$ cat src/rtl/alu_exec_stage.sv
// rtl/alu_exec_stage.sv - issue/writeback stage around the combinational ALU
// One EX register feeds the ALU; results forward to the next issued instruction.
module alu_exec_stage #(
  parameter int NREGS = 8,
  parameter int AW    = $clog2(NREGS)
) (
  input  logic          clk,
  input  logic          rst,
  input  logic          in_valid,
  output logic          in_ready,
  input  logic [3:0]    in_op,
  input  logic [AW-1:0] in_rd,
  input  logic [AW-1:0] in_rs1,
  input  logic [AW-1:0] in_rs2,
  input  logic [7:0]    in_imm,
  input  logic          in_use_imm,
  input  logic          in_wb,
  input  logic          hold,
  output logic [3:0]    alu_operation,
  output logic [7:0]    alu_operand1,
  output logic [7:0]    alu_operand2,
  input  logic [7:0]    alu_result,
  input  logic          alu_zero,
  input  logic          alu_overflow,
  input  logic          alu_carry,
  input  logic          alu_negative,
  output logic [3:0]    flags,
  output logic          retire_valid,
  output logic [AW-1:0] retire_rd,
  output logic [7:0]    retire_data,
  input  logic [AW-1:0] dbg_raddr,
  output logic [7:0]    dbg_rdata
);

  logic [7:0]    regs_q [NREGS];
  logic [7:0]    regs_d [NREGS];
  logic          ex_valid_q, ex_valid_d;
  logic [3:0]    ex_op_q, ex_op_d;
  logic [7:0]    ex_a_q, ex_a_d;
  logic [7:0]    ex_b_q, ex_b_d;
  logic [AW-1:0] ex_rd_q, ex_rd_d;
  logic          ex_wb_q, ex_wb_d;
  logic [3:0]    flags_q, flags_d;
  logic          retire_valid_q, retire_valid_d;
  logic [AW-1:0] retire_rd_q, retire_rd_d;
  logic [7:0]    retire_data_q, retire_data_d;

  logic          accept;
  logic          fwd1, fwd2;
  logic [7:0]    op1, op2;

  assign in_ready      = ~hold;
  assign accept        = in_valid & ~hold;
  assign alu_operation = ex_op_q;
  assign alu_operand1  = ex_a_q;
  assign alu_operand2  = ex_b_q;
  assign flags         = flags_q;
  assign retire_valid  = retire_valid_q;
  assign retire_rd     = retire_rd_q;
  assign retire_data   = retire_data_q;
  assign dbg_rdata     = regs_q[dbg_raddr];

  // The instruction in EX writes back on the same edge this one is accepted,
  // so its ALU result must bypass the register file.
  assign fwd1 = ex_valid_q & ex_wb_q & (ex_rd_q == in_rs1);
  assign fwd2 = ex_valid_q & ex_wb_q & (ex_rd_q == in_rs2);
  assign op1  = fwd1 ? alu_result : regs_q[in_rs1];
  assign op2  = in_use_imm ? in_imm : (fwd2 ? alu_result : regs_q[in_rs2]);

  always_comb begin
    regs_d         = regs_q;
    ex_valid_d     = ex_valid_q;
    ex_op_d        = ex_op_q;
    ex_a_d         = ex_a_q;
    ex_b_d         = ex_b_q;
    ex_rd_d        = ex_rd_q;
    ex_wb_d        = ex_wb_q;
    flags_d        = flags_q;
    retire_valid_d = 1'b0;
    retire_rd_d    = retire_rd_q;
    retire_data_d  = retire_data_q;
    if (!hold) begin
      ex_valid_d = accept;
      if (accept) begin
        ex_op_d = in_op;
        ex_a_d  = op1;
        ex_b_d  = op2;
        ex_rd_d = in_rd;
        ex_wb_d = in_wb;
      end
      if (ex_valid_q) begin
        flags_d        = {alu_negative, alu_carry, alu_overflow, alu_zero};
        retire_valid_d = 1'b1;
        retire_rd_d    = ex_rd_q;
        retire_data_d  = alu_result;
        if (ex_wb_q) regs_d[ex_rd_q] = alu_result;
      end
    end
  end

  always_ff @(posedge clk or posedge rst) begin
    if (rst) begin
      for (int i = 0; i < NREGS; i++) regs_q[i] <= 8'h00;
      ex_valid_q     <= 1'b0;
      ex_op_q        <= 4'h0;
      ex_a_q         <= 8'h00;
      ex_b_q         <= 8'h00;
      ex_rd_q        <= '0;
      ex_wb_q        <= 1'b0;
      flags_q        <= 4'h0;
      retire_valid_q <= 1'b0;
      retire_rd_q    <= '0;
      retire_data_q  <= 8'h00;
    end else begin
      regs_q         <= regs_d;
      ex_valid_q     <= ex_valid_d;
      ex_op_q        <= ex_op_d;
      ex_a_q         <= ex_a_d;
      ex_b_q         <= ex_b_d;
      ex_rd_q        <= ex_rd_d;
      ex_wb_q        <= ex_wb_d;
      flags_q        <= flags_d;
      retire_valid_q <= retire_valid_d;
      retire_rd_q    <= retire_rd_d;
      retire_data_q  <= retire_data_d;
    end
  end

endmodule
$ cat config.mk
export PLATFORM = sky130hd
export DESIGN_NAME = alu_exec_stage
export DESIGN_NICKNAME = d
export VERILOG_FILES = /design/src/rtl/alu_exec_stage.sv
export SDC_FILE = /design/constraint.sdc
export NUM_CORES = 1
export LEC_CHECK = 0
export CAP_MARGIN = 20
export CORE_AREA = 2 2 87 123
export CTS_CLUSTER_DIAMETER = 50
export DETAILED_ROUTE_END_ITERATION = 16
export DIE_AREA = 0 0 89 125
export PLACE_DENSITY = 0.88
export REMOVE_ABC_BUFFERS = 1
export SYNTH_ARGS = -nofsm -noshare
export SYNTH_HDL_FRONTEND = slang
export SYNTH_SLANG_ARGS = --single-unit
$ cat constraint.sdc
create_clock -name clk -period 4.75 [get_ports clk]
set_input_delay 0.475 -clock clk [delete_from_list [all_inputs] [get_ports clk]]
set_output_delay 0.475 -clock clk [all_outputs]
set_load 0.05 [all_outputs]
---- Word-level counts from Yosys, hierarchy flattened ----
Index checks and enable logic that the tools add are counted.
word-level totals
  output and inout port bits .............. 45
  register bits ........................... 105
  bits of input ports ..................... 42
cells by class
  eq/ne operators ......................... 2
  order comparisons ....................... 5
  multiplexer cells ....................... 17
  reduce and logical (&&, ||, !) cells .... 4
  bitwise operators ....................... 9
operators with widths
  cell                                                                           number
  8-bit 2-to-1 mux                                                               10
  8-bit binary-select mux with 3-bit select                                      3
  64-bit bitwise mux                                                             1
  8-bit demux with 3-bit select                                                  1
  4-bit >= comparator (second input constant)                                    4
  3-bit inverter with 4-bit output                                               4
  3-bit equality test                                                            2
  1-bit bitwise AND                                                              4
  4-bit by 1-bit less-than comparator with 1-bit output (second input constant)  1
  2-bit AND reduction                                                            2
  3-bit AND reduction                                                            1
  1-bit 2-to-1 mux                                                               2
  1-bit logical AND                                                              1
  1-bit inverter                                                                 1

---- Longest topological paths before layout ----
  depth after elaboration ................. 6
  gate-level depth with buffers ........... 7
  mapped depth without buffers ............ 4

---- Least setup slack after synthesis ----
OpenSTA, ideal clock, no wires.
  kind .................................... input to output
  start ................................... input dbg_raddr[0]
  end ..................................... output dbg_rdata[0]
  cell stages on the path ................. 4
  data required time ...................... 4.275 ns
  path slack .............................. 2.462 ns
  path buffers ............................ 2
  arrival time ............................ 1.813 ns
  cell sequence ........................... buf_2 -> buf_4 -> mux4_2 -> mux2_2
between the ends
  word-level cells in the longest chain between the ends .. 4
ends and longest elaborated chain
  what                                                    line  RTL
  from (decl)                                             31    input logic [AW-1:0] dbg_raddr,
  3-bit inverter with 4-bit output (not written as such)  61    assign dbg_rdata = regs_q[dbg_raddr];
  8-bit binary-select mux with 3-bit select               61
  8-bit 2-to-1 mux (not written as such) (2 in a row)     61
  to (decl)                                               32    output logic [7:0] dbg_rdata
No other way between the ends. The select of a mux whose other input is x is not followed.

---- Worst setup path in the final report ----
  start ................................... input dbg_raddr[1]
  end ..................................... output dbg_rdata[7]
Same word-level chain as after synthesis.

==> results.md <==
- Status: finished clean
- CTS Hold Bufs: 0
- Total number of vias: 4,051
- Dpl cells: 602
- CTS clk-pin slew, worst paths: 0.07 ns
- Required @ worst endpoint: 4.28 ns
- Worst-Skew Late Latency: 0.35 ns
- Crit path capture type: output port
- Antenna cell count: 0
- Number of global-route vias before repair: 4,234
- Post_cts resized: 0
- Hpwl dp: 9540 µm
- Avg Inst Size Synth: 14.4 µm²
- TritonCTS clock tree: built
- Residual DRC: 0
- Final setup violation count: 0
- Met3 WL: 1170 µm
- H-tree level count: 3
- Maximum vdd drop: 0.248 mV
- Metal2 WL: 7830 µm
- Cell Count, Final, Fillers Out: 618
- Slew at the pin with the worst max-slew slack: 1.21 ns
- Largest net degree at the start of global routing: 78
- Layout cell share with drive strength beyond 1: 32.7%
- Met1 wire length: 5380 µm
- I/O pins: 87
- Drt first pass iters: 5
- # fillers: 707
- CP Data Arrival Time: 3.01 ns
- Count of final max-slew check failures: 0
- Worst setup SP type: input pin
- Clock sinks: 105
- Nets: 517
- Area of the mapped netlist: 0.00581 mm²
- Detailed Route Iter0 Violations: 476
- Initial antenna violation count: 0
- RD Place Congestion: 0.855
- Worst reg2reg setup slack: 2.32 ns
- Maximum clock skew at final layout: 0.00681 ns
- Routed WL: 15,000 µm
- Initial Util: 57.4%
- Post-synthesis cell count: 405
- Bufs on Longest Clock Path: 2
- Die Footprint: 0.0111 mm²
- Leakage power: 3.06 nW
- P&R area growth vs syn: 20.9%
- Vias per cell: 6.56
- Post-CTS setup repair buffer count: 0
- Cell variety after synth: 36
- Row cnt: 44
- Min Tclk post-route: 3.49 ns
- Synth Register Bits: 105
- Hold Crit Class: register to register
- Max Cap Viol: 0
- Crit-path max FO: 16
- # port buffers: 86
- Register area share after synthesis: 45.2%
- RSZ-0062 raised after global routing: false
- WS Path Type: input pin to output port
- Die Span Y: 125 µm
- Slew margin rel.: 18.5%
- Gr usage total: 28.6%
- First-pass GRT wire length: 23,300 µm
- P per Cell Area: 445 mW/mm²
- Synth warn: 0
- Fin crit share: 73.5%
- Max Clk Rate: 287 MHz
- CTS Root Cell: clkbuf_16
- Setup TNS: 0 ns
- Top layer in use: met4
- DRT antenna net count: 0
- Endpoints failing hold: 0
- GR Overflow Total: 0
- Most common cell after layout, fill and taps aside: dfrtp_1
- TritonCTS Buffers: 9
- Most frequent cells in the layout: dfrtp_1 (105), clkdlybuf4s50_1 (86), mux2_2 (71), nand2_1 (44), mux4_2 (32)
- Core ar.: 0.0101 mm²
- Post-DR wirelength/cell: 24.2 µm
- Die X: 89 µm
==> critical path: stages <==
cell and delay [ns]:
clkdlybuf4s50_1 1.12, mux4_2 0.42, mux2_2 0.29, clkdlybuf4s50_1 0.70
==> stage by stage <==
step / cell area [µm²] / power [W] / util, % / setup slack, ns / hold WS [ns]
after detailed placement: 6710 / 0.00234 / 66.3 / 1.31 / 0.470
after global placement: 6710 / 0.00229 / 66.3 / 1.37 / 0.457
final: 7030 / 0.00313 / 69.4 / 1.26 / 0.484
after global routing: 7030 / 0.00324 / 69.4 / 1.24 / 0.511
after floorplan: 5600 / 0.00197 / - / 1.51 / 0.450
after CTS: 7030 / 0.00313 / 69.4 / 1.28 / 0.488
==> report_power, final <==
group / total, W / leakage, nW / internal [W] / switching (W)
combinational: 0.00106 / 1.58 / 0.000529 / 0.000527
sequential: 0.00129 / 1.34 / 0.00109 / 0.000196
clock: 0.000781 / 0.144 / 0.000439 / 0.000342
==> sequential cells by signal, indices dropped and copies added (netlist names) <==
name           count
retire_valid       1
flags              4
ex_wb_q            1
alu_operand2       8
retire_rd          3
regs_q            64
alu_operand1       8
ex_rd_q            3
retire_data        8
ex_valid_q         1
alu_operation      4
==> cell usage after synthesis (all sizes together) <==
cell type  number  share of area (%)
a41oi           1               0.15
mux4           48                 20
nand3           1               0.30
a221oi          8                1.2
mux2           79                 16
nand4b          1               0.15
nor3            1               0.17
dfrtp         105                 45
nand2          45                2.9
and2            1               0.11
o21ai          16                1.4
nand2b          1               0.11
buf            29                3.1
o221a           8                1.5
nor2b           2               0.39
inv            10               0.65
nand4           2               0.22
xnor2           6               0.90
clkbuf          8               0.54
nand3b         10                1.4
nor3b           3               0.86
nor2            2               0.17
and2b           1               0.13
and3b           1               0.15
mux2i          16                2.8
==> layer usage <==
layer	global-route usage (%)	vias to the layer above
met5	0	-
li1	-	1681
met4	13.1	0
met1	35.2	2049
met3	6.20	59
met2	47.8	262
==> path summary, 6_finish.rpt <==
kind | startpoint | end | depth (start not counted)
hold / removal | alu_operation[3]$_DFFE_PP0P_ | alu_operation[3]$_DFFE_PP0P_ | 2
setup / recovery | dbg_raddr[1] | dbg_rdata[7] | 4
setup reg to reg | ex_valid_q$_DFFE_PP0N_ | regs_q[10]$_DFFE_PP0P_ | 5
hold reg to reg | alu_operation[3]$_DFFE_PP0P_ | alu_operation[3]$_DFFE_PP0P_ | 2
max in group asynchronous | rst | ex_valid_q$_DFFE_PP0N_ | 3
min in group asynchronous | rst | alu_operand2[1]$_DFFE_PP0P_ | 2
==> kinds of logic after synthesis <==
| kind of cell | share of synthesized area (%) |
|---|---|
| simple gates | 7.12 |
| xor+xnor | 0.904 |
| flops | 45.2 |
| buf+inv | 4.30 |
| mux | 38.2 |
| compound gates | 4.28 |
==> area by class of cell <==
type	instances	area [µm²]	share of cell area (%)
Sequential cell	105	2630	37.4
Multi-Input combinational cell	253	2940	41.8
Inverter	10	40.0	0.570
Clock buffer	11	253	3.60
Tap cell	138	173	2.46
Timing Repair Buffer	96	936	13.3
Clock inverter	5	61.3	0.873
Power figures use the tool's default switching activity.
==> edit: new RTL, same settings <==
Register the output `dbg_rdata`, without a reset; this adds one clock of latency there. The other outputs are not delayed to match.
--- a/src/rtl/alu_exec_stage.sv
+++ b/src/rtl/alu_exec_stage.sv
@@ -58,7 +58,9 @@
   assign retire_valid  = retire_valid_q;
   assign retire_rd     = retire_rd_q;
   assign retire_data   = retire_data_q;
-  assign dbg_rdata     = regs_q[dbg_raddr];
+  always_ff @(posedge clk) begin
+    dbg_rdata <= regs_q[dbg_raddr];
+  end
 
   // The instruction in EX writes back on the same edge this one is accepted,
   // so its ALU result must bypass the register file.
Function: changed (Yosys sat finds a counterexample within 4 cycles, from zero or initial values and one cycle with rst high).
==> edit against the unedited design <==
- combinational power increased by 19%
- routed wire length increased by 7.6%
- final area increased by 4.6%
- sequential cell count increased by 8
- global-route usage increased by 2.2 points
- utilization increased by 3.2 points
- setup slack improved by 0.48 ns
- synthesized area decreased by 0.13%
- power increased by 30%
- critical path type is now primary input to flip-flop
- largest cell class unchanged
- highest routed layer unchanged
==> edit: results (changes against the unedited design) <==
Post-DP HPWL: 9950 um (+4.3%)
Routed Wire Length: 16,100 um (+7.6%)
Mean Syn Cell Area: 13.9 um^2 (-3.5%)
Final Skew: 0.00545 ns (-0.00137 ns)
met1 GRT Util: 0.354 (+0.00229)
Static Leakage: 0.00319 uW (+4.3%)
combinational cell power: 1260 uW (+19%)
Clock Latency Late Sink: 0.42 ns (+0.07 ns)
status: complete, no violations
Reg2Reg Depth: 4 (-1)
clk slew on worst S/H paths: 0.05 ns (-0.02 ns)
Async SR Flop Fraction: 0.929 (-0.0708)
top cells by area, synth: dfrtp_1 45%, mux4_2 19%, mux2_2 14%
initial antenna violation count: 0 (unchanged)
Netlist cell types: 34 (-5.6%)
most instantiated cells after synthesis: 105 x dfrtp_1, 72 x mux2_2, 48 x mux4_2
Power Total: 4080 uW (+30%)
first-pass GRT wire length: 24,900 um (+6.9%)
worst reg2reg setup slack: 1.98 ns (-0.34 ns)
Flop pwr share: 0.373 (-0.039)
placed cells: 623 (+3.5%)
CP endpoint: regs_q[10]
largest net degree at the start of global routing: 67 (-14%)
drt wl/cell: 24.6 um (+1.7%)
maximum vdd ir drop: 0.000329 V (+33%)
Int Pwr: 2750 uW (+33%)
GP Congestion: 0.865 (+1.2%)
Hold Path End: retire_rd[0]
detailed-route via count: 4,265 (+5.3%)
CP max FO: 25 (+9)
hold path start: retire_rd[0]
CTS buffer count: 17 (+8)
vias in the first global route: 4,543 (+7.3%)
Iter 0 DRT Violations: 395 (-17%)
Worst Path Arrival: 3.30 ns (+0.29 ns)
DP Area: 0.00675 mm^2 (+0.58%)
All-Layer GR Usage: 0.309 (+0.0221)
grt met3 use: 0.0772 (+0.0152)
H-Tree Depth: 4 (+1)
layout cell share with drive strength beyond 1: 0.322 (-0.00538)
sequential share of the synthesized area: 0.480 (+0.0282)
Slew @ Worst Pin: 0.994 ns (-0.212 ns)
Nets: 546 (+5.6%)
[edit: cell type report]
cell class	count	area [um^2]
multi-input cells	259	2800
clock inverters	5	100
inverters	19	73.8
fillers	630	2780
flip-flops and latches	113	2790
well taps	138	173
repair buffers	94	921
clock buffers	26	499
[edit: cell families after synthesis]
group           Yosys count  synth area share
compound gates           56            0.0580
xor+xnor                  6           0.00905
buf+inv                  47            0.0384
flops                   113             0.480
mux                     136             0.353
simple gates             61            0.0612
[edit: stage by stage]
stage	setup slack [ns]	hold WS, ns
after floorplan	1.51	0.479
after global placement	1.58	0.459
after detailed placement	1.42	0.463
after CTS	1.75	0.476
after global routing	1.63	0.501
final	1.75	0.475
[edit: worst max-delay path, stage by stage]
cell             delay [ns]
clkdlybuf4s50_1        0.47
nand2b_1               0.63
nor3b_2                0.50
nor2b_1                0.79
mux2_2                 0.43
[edit: metal layers]
layer  wire length, um  vias up
met5                 0        -
met1              5520     2170
met2              8360      281
met4              1020        0
li1                  -     1735
met3              1220       79
